### src/rtl/interp_window_reader.sv
// Read side of the interpolation sample buffer: a circular store of signed samples that
// serves sliding TAPS-wide windows per row and discards the TAPS-1 tail samples of each row.
module interp_window_reader #(
  parameter int DATA_WIDTH = 14,
  parameter int TAPS       = 8,
  parameter int DEPTH      = 16,
  parameter int ROW_LEN    = 72
) (
  input  logic                       clk,
  input  logic                       rst_n,
  input  logic                       clear,
  input  logic                       wr_en,
  input  logic [DATA_WIDTH-1:0]      wr_data,
  output logic                       wr_full,
  output logic                       win_valid,
  input  logic                       win_ready,
  output logic [TAPS*DATA_WIDTH-1:0] win_data,
  output logic                       win_last,
  output logic                       overflow
);

  localparam int PTR_W  = (DEPTH > 1) ? $clog2(DEPTH) : 1;
  localparam int CNT_W  = $clog2(DEPTH + 1);
  localparam int WIN_W  = (ROW_LEN > 1) ? $clog2(ROW_LEN) : 1;
  localparam int DISC_W = (TAPS > 1) ? $clog2(TAPS) : 1;

  localparam logic [CNT_W-1:0]  TAPS_C       = CNT_W'(TAPS);
  localparam logic [CNT_W-1:0]  DEPTH_C      = CNT_W'(DEPTH);
  localparam logic [WIN_W-1:0]  WIN_LAST_IDX = WIN_W'(ROW_LEN - TAPS);
  localparam logic [DISC_W-1:0] DISC_INIT    = DISC_W'(TAPS - 1);

  typedef enum logic {
    S_STREAM,
    S_DISCARD
  } state_e;

  logic [DATA_WIDTH-1:0] mem_q [DEPTH];
  logic [DATA_WIDTH-1:0] mem_d [DEPTH];
  logic [PTR_W-1:0]      wr_ptr_q,   wr_ptr_d;
  logic [PTR_W-1:0]      rd_ptr_q,   rd_ptr_d;
  logic [CNT_W-1:0]      count_q,    count_d;
  logic [WIN_W-1:0]      win_cnt_q,  win_cnt_d;
  logic [DISC_W-1:0]     disc_cnt_q, disc_cnt_d;
  logic                  overflow_q, overflow_d;
  state_e                state_q,    state_d;

  logic wr_accept;
  logic pop;

  // NOTE: every signal written here gets a default first, so no path can leave one
  // unassigned and infer a latch.
  always_comb begin
    mem_d      = mem_q;
    wr_ptr_d   = wr_ptr_q;
    rd_ptr_d   = rd_ptr_q;
    win_cnt_d  = win_cnt_q;
    disc_cnt_d = disc_cnt_q;
    state_d    = state_q;
    pop        = 1'b0;
    win_valid  = 1'b0;
    win_last   = 1'b0;

    wr_full    = (count_q == DEPTH_C);
    // A write arriving while full is lost even if a pop frees a slot this cycle.
    wr_accept  = wr_en & ~wr_full;
    overflow_d = overflow_q | (wr_en & wr_full);

    case (state_q)
      S_STREAM: begin
        win_valid = (count_q >= TAPS_C);
        win_last  = win_valid && (win_cnt_q == WIN_LAST_IDX);
        if (win_valid && win_ready) begin
          pop = 1'b1;
          if (win_last) begin
            win_cnt_d = '0;
            if (TAPS > 1) begin
              disc_cnt_d = DISC_INIT;
              state_d    = S_DISCARD;
            end
          end else begin
            win_cnt_d = win_cnt_q + WIN_W'(1);
          end
        end
      end
      S_DISCARD: begin
        // Drop the row tail one sample per cycle, stalling while the buffer is empty.
        if (count_q != '0) begin
          pop        = 1'b1;
          disc_cnt_d = disc_cnt_q - DISC_W'(1);
          if (disc_cnt_q == DISC_W'(1)) begin
            state_d = S_STREAM;
          end
        end
      end
      default: state_d = S_STREAM;
    endcase

    if (wr_accept) begin
      mem_d[wr_ptr_q] = wr_data;
      wr_ptr_d        = wr_ptr_q + PTR_W'(1);
    end
    if (pop) begin
      rd_ptr_d = rd_ptr_q + PTR_W'(1);
    end
    count_d = count_q + CNT_W'(wr_accept) - CNT_W'(pop);

    // Clear wins over a same-cycle write or pop; stored samples are simply abandoned.
    if (clear) begin
      mem_d      = mem_q;
      wr_ptr_d   = '0;
      rd_ptr_d   = '0;
      count_d    = '0;
      win_cnt_d  = '0;
      disc_cnt_d = '0;
      overflow_d = 1'b0;
      state_d    = S_STREAM;
    end
  end

  // Window slices wrap around the ring; PTR_W-bit addition gives the modulo for free.
  always_comb begin
    win_data = '0;
    for (int i = 0; i < TAPS; i++) begin
      win_data[i*DATA_WIDTH +: DATA_WIDTH] = mem_q[rd_ptr_q + PTR_W'(i)];
    end
  end

  assign overflow = overflow_q;

  // NOTE: state is updated with non-blocking assignments so every flop samples the
  // pre-edge values computed above, independent of statement order.
  always_ff @(posedge clk or negedge rst_n) begin
    if (!rst_n) begin
      // NOTE: storage is reset too, because the window is read straight from it and
      // must show zeros after reset rather than stale or unknown samples.
      for (int i = 0; i < DEPTH; i++) begin
        mem_q[i] <= '0;
      end
      wr_ptr_q   <= '0;
      rd_ptr_q   <= '0;
      count_q    <= '0;
      win_cnt_q  <= '0;
      disc_cnt_q <= '0;
      overflow_q <= 1'b0;
      state_q    <= S_STREAM;
    end else begin
      for (int i = 0; i < DEPTH; i++) begin
        mem_q[i] <= mem_d[i];
      end
      wr_ptr_q   <= wr_ptr_d;
      rd_ptr_q   <= rd_ptr_d;
      count_q    <= count_d;
      win_cnt_q  <= win_cnt_d;
      disc_cnt_q <= disc_cnt_d;
      overflow_q <= overflow_d;
      state_q    <= state_d;
    end
  end

endmodule

### config.mk
export PLATFORM = sky130hd
export DESIGN_NAME = interp_window_reader
export DESIGN_NICKNAME = d
export VERILOG_FILES = /design/src/rtl/interp_window_reader.sv
export SDC_FILE = /design/constraint.sdc
export NUM_CORES = 1
export LEC_CHECK = 0
export BUFFER_PORTS_ARGS = -buffer_cell sky130_fd_sc_hd__buf_2
export CAP_MARGIN = 30
export CORE_MARGIN = 2
export CORE_UTILIZATION = 45
export CTS_BUF_LIST = sky130_fd_sc_hd__clkbuf_2 sky130_fd_sc_hd__clkbuf_4 sky130_fd_sc_hd__clkbuf_8
export CTS_CLUSTER_SIZE = 10
export DETAILED_ROUTE_END_ITERATION = 12
export HOLD_SLACK_MARGIN = 0.08
export SLEW_MARGIN = 10
export SYNTH_ARGS = -nofsm -noshare
export SYNTH_HDL_FRONTEND = slang
export SYNTH_SLANG_ARGS = --single-unit
### constraint.sdc
create_clock -name clk -period 3 [get_ports clk]
set_clock_uncertainty 0.05 [all_clocks]
set_input_delay 0 -clock clk [delete_from_list [all_inputs] [get_ports clk]]
set_output_delay 0 -clock clk [all_outputs]
set_load 0.01 [all_outputs]
Yosys cells after proc, flatten, opt, wreduce, memory -nomap -nowiden
Cells that the tools add are included.
- $add $sub $neg: 12
- $mul: 0
- divide/modulo/power cells: 0
- order comparisons: 11
- equal/unequal tests: 7
- shifts and indexed selects: 0
- mux-type cells: 53
- bitwise logic cells: 15
- reduce and logical (&&, ||, !) cells: 10
- operators with widths (operator ; number):
    14-bit binary-select mux with 4-bit select ; 8
    14-bit 2-to-1 mux ; 17
    224-bit bitwise mux ; 1
    14-bit demux with 4-bit select ; 1
    5-bit >= comparator, second input constant ; 9
    4-bit inverter with 5-bit output ; 9
    7-bit 2-to-1 mux ; 4
    4-bit by 3-bit adder with 4-bit output, second input constant ; 4
    4-bit 2-to-1 mux ; 4
    3-bit 2-to-1 mux ; 4
    1-bit 2-to-1 mux ; 10
    4-bit by 1-bit adder with 4-bit output, second input constant ; 2
    4-bit by 2-bit adder with 4-bit output, second input constant ; 2
    7-bit by 1-bit adder with 7-bit output, second input constant ; 1
    7-bit equality test, second input constant ; 1
    3-bit inequality test, second input constant ; 2
    3-bit case mux with 2 select lines ; 1
    2-bit nonzero test ; 3
    5-bit by 1-bit adder with 5-bit output ; 1
    5-bit equality test, second input constant ; 1
    5-bit by 4-bit >= comparator with 1-bit output, second input constant ; 1
    5-bit by 1-bit less-than comparator with 1-bit output, second input constant ; 1
    5-bit 2-to-1 mux ; 1
    5-bit nonzero test ; 1
    12 further kinds ; 19
- bits in registers: 249
- latch bits: 0
- memory bits (writable): 0
- ROM bits: 0
- bits of input ports: 19
- output and inout bits: 116
- word-level logic and storage cells: 131
- memories kept: 0

Depth between registers and ports, before layout
- depth in word-level cells: 6
- mapped depth: 16
- depth with buffers taken out: 15

Worst setup path after synthesis
OpenSTA, ideal clock, no wires.
- kind: register -> output
- start: register rd_ptr_q[0]
- end: output win_data[107]
- arrival: 3122 ps
- data required time: 2950 ps
- setup slack: -172 ps
- stages on the path, launching flop included: 13
- cell sequence: dfrtp_1 > buf_2 > buf_6 > buf_4 > buf_2 > buf_2 > inv_1 > ha_1 > buf_2 > buf_2 > clkbuf_1 > mux4_2 > mux4_2
- cells in the longest elaborated chain, start to end: 5
- RTL lines (item ; line ; RTL):
    start, declared ; 40 ; logic [PTR_W-1:0] rd_ptr_q, rd_ptr_d;
    start signal, assigned ; 151 ; rd_ptr_q <= rd_ptr_d;
    4-bit by 3-bit adder with 4-bit output ; 124 ; win_data[i*DATA_WIDTH +: DATA_WIDTH] = mem_q[rd_ptr_q + PTR_W'(i)];
    4-bit inverter with 5-bit output (implied by the code) ; 124 ;
    14-bit binary-select mux with 4-bit select ; 124 ;
    14-bit 2-to-1 mux (implied by the code) (2 in series) ; 124 ;
    end, declared ; 17 ; output logic [TAPS*DATA_WIDTH-1:0] win_data,
Every way passes these cells. The select of a mux whose other input is x is not followed.

Worst setup path in the final report
- start: register rd_ptr_q[1]
- end: output win_data[55]
- cells in the longest elaborated chain, start to end: 5
- RTL lines (item ; line):
    4-bit by 2-bit adder with 4-bit output ; 124
    4-bit inverter with 5-bit output (implied by the code) ; 124
    14-bit binary-select mux with 4-bit select ; 124
    14-bit 2-to-1 mux (implied by the code) (2 in series) ; 124
Every way passes these cells. The select of a mux whose other input is x is not followed.

==> flow_summary.ini <==
[detailed_routing]
topRoutingLayerUsed = met4
drt.antenna.violating_nets = 0
detail_route.iter0.violations = 1102
met3RoutedLength_microns = 4400
wl_microns = 53700
dr_wl_cell_microns = 28.3
met1_length_microns = 21900
firstDrtPassIters = 5
wl_met2_microns = 26100
drt-vias-per-instance = 6.62
drcViolationCount = 0
route.vias.total = 12600

[global_route]
grtUsageTotal_pct = 26.0
grt-ovfl-total = 0
antenna_found_initial = 0
grt_pass1_vias = 12400
grt_first_pass_wirelength_microns = 80200
grt_start_max_net_pins = 90

[critical_path]
signal_arrival_time_at_the_worst_endpoint_ns = 2.90
cpMaxStageDelayCell = sky130_fd_sc_hd__mux4_2
crit_path_max_incr_delay_ns = 0.55
start_kind = register
path_max_fanout = 8
rr_worst_depth = 15
criticalPathCategory = reg -> out
series_of_cell_instances_along_the_critical_path = inv_2 > ha_4 > buf_8 > mux4_2 > mux4_2 > buf_2
r2r_end = count_q[4]
cp.required_ns = 2.95
r2r_setup_slack_ns = 0.13
crit-reg2reg-launch = count_q[2]
cp_common_cell = sky130_fd_sc_hd__mux4_2
cp-end-kind = output port

[cells_and_area]
mostFrequentLayoutCell = sky130_fd_sc_hd__mux4_2
ant_cells = 0
post_layout_nonfiller_instances = 1899
multi_input_area_sq_um = 11500
fillerInstances = 3343
drive_above_1_share_pct = 64.1
finish.instance_area_sq_um = 21300
mostFrequentLayoutCells = 308 x sky130_fd_sc_hd__mux4_2, 245 x sky130_fd_sc_hd__dfrtp_1, 240 x sky130_fd_sc_hd__mux2_2
final_net_count = 1382
sequential_cell_area_sq_um = 6250
area.growth.synth_to_final_pct = 16.2

[placement]
preCtsSetupSlack_ns = -0.00724
port_buffers = 134
post_dp_hpwl_microns = 34100
postPlaceCellArea_sq_um = 19700
post-place-cells = 1773
place_congestion = 0.808

[clocking]
clk-insertion-delay-late_ns = 0.63
number_of_buffers_added_by_the_clock_tree_synthesis_step = 48
clkSlewWorstSetupHoldPaths_ns = 0.06
root_buffer = sky130_fd_sc_hd__clkbuf_8
numClockSinks = 249
tritoncts = built
cts_max_level = 2
clk_path_buf_depth = 3

[sta]
finalSetupViolations = 0
timing.final.ws_setup_ns = 0.0520
slew_headroom_pct = 47.6
period_minus_slack_ns = 2.95
final_number_of_max_transition_violations = 0
final.period_utilization_pct = 98.3
transition_time_at_the_pin_with_the_least_slew_margin_ns = 0.785
rsz_0062_raised_after_global_routing = yes
achievable-frequency_ghz = 0.339
setup_tns_ns = 0
finalHoldViolations = 0

[floorplan]
core_sq_um = 40000
floorplan.die.height_microns = 206
ios = 135
die_w_microns = 206
floorplan.initialDensity_pct = 45.8
dieArea_sq_um = 42400
num_rows = 73

[pwr]
comb_power_share_pct = 46.4
post-layout-total-power_w = 0.0147
switching_share_pct = 36.2
power_leakage_nw = 8.91
clockPowerShare_pct = 24.1
irDropWorstVdd_uv = 393
intPower_w = 0.00940
netsw_w = 0.00533
power.density_nw_per_um2 = 692
seqPwrFrac_pct = 29.5

[hold_path]
timing.hold.worst.class = in -> reg
holdCritStartpoint = wr_en
hold-path-endpoint = overflow
timing.hold.worst_path_depth = 4

[logic_synthesis]
number_of_flops_mapped_to_enable_cells_by_yosys = 0
number_of_warnings_issued_by_yosys = 0
synthFlopType = sky130_fd_sc_hd__dfrtp_1
syn-cell-area_sq_um = 18300
syn_inst_count = 1174
postSynth.asyncResetShare_pct = 100
seq_area_frac_synth_pct = 34.0
mappedNetlistNets = 1217
synth_cell_types = 45
syn_area_per_cell_sq_um = 15.6
synth_seq_cells = 249

[run]
drv_cap = 0

[status]
outcome = completed
## kinds of logic after synthesis
logic type                 after synthesis  synth area share [%]
xor gates and xnor gates                14                 0.710
muxes                                  576                  54.1
AOI/OAI and AO/OA                       64                  1.94
DFF                                    249                  34.0
adders and majority gates               24                  1.68
and+or+nand+nor                        107                  3.66
buffers and inverters                  140                  3.92
## synth_stat cells, drive strengths merged (6+ instances only)
cell type	number	area share, %
clkbuf	39	0.81
nor2	29	0.59
mux2i	28	1.5
nand3	20	1.2
nand2	24	0.49
dfrtp	249	34
a21oi	33	0.90
buf	77	2.6
xor2	6	0.29
mux2	240	15
xnor2	8	0.42
ha	23	1.6
o21ai	20	0.55
nor2b	7	0.24
mux4	308	38
inv	24	0.49
## stage by stage
step	hold slack, ns	util [%]
5_1_grt	0.277	53.2
3_3_place_gp	0.0424	49.3
3_5_place_dp	0.0366	49.3
6_report	0.215	53.2
4_1_cts	0.190	52.9
2_1_floorplan	-0.346	-
## flip-flops by register name, summed over array words and instances, names as in the netlist
register and cells:
state_q 1, overflow 1, win_cnt_q 7, disc_cnt_q 3, rd_ptr_q 4, count_q 5
mem_q 224, wr_ptr_q 4
## layout make-up
type / count / area share [%]
multi-input cells: 785 / 54.2
clock buffers: 75 / 4.43
flip-flops and latches: 249 / 29.3
well taps: 525 / 3.08
clock inverters: 10 / 0.258
inverters: 24 / 0.441
repair buffers: 231 / 8.29
## power by group through the flow
stage | combinational (W) | clock (W) | sequential, W
3_5_place_dp | 0.00638 | 0 | 0.00439
2_1_floorplan | 0.00472 | 0 | 0.00419
6_report | 0.00683 | 0.00355 | 0.00435
4_1_cts | 0.00669 | 0.00363 | 0.00433
5_1_grt | 0.00729 | 0.00378 | 0.00442
3_3_place_gp | 0.00635 | 0 | 0.00435
## critical path: cells and delay by family (launching register included)
kind	cells	cell delay, ns
fa+ha+maj	1	0.34
flops	1	0.47
mux	2	1.07
buf+inv	3	0.40
## what timing repair did
item	CTS	global route
gates cloned	2	2
hold endpoints to repair	498	0
endpoints found under the setup margin	95	50
resized for setup	21	12
pin swaps	3	3
hold buffers	20	0
setup buffers	11	6
## worst max path at each step
stage,start,endpoint,slack (ns)
global route,count_q[2],count_q[4],-0.06
CTS,rd_ptr_q[1],win_data[3],-0.004
detailed placement,count_q[3],count_q[4],-0.007
global placement,count_q[2],count_q[4],0.11
finish,rd_ptr_q[1],win_data[55],0.05
floorplan,rd_ptr_q[0],win_data[107],0.001
## metal layers
layer	vias up	track usage, %
met2	605	41.1
met4	0	7.76
met3	87	5.20
met5	-	0
li1	5143	-
met1	6743	36.6
Power figures use the tool's default switching activity.
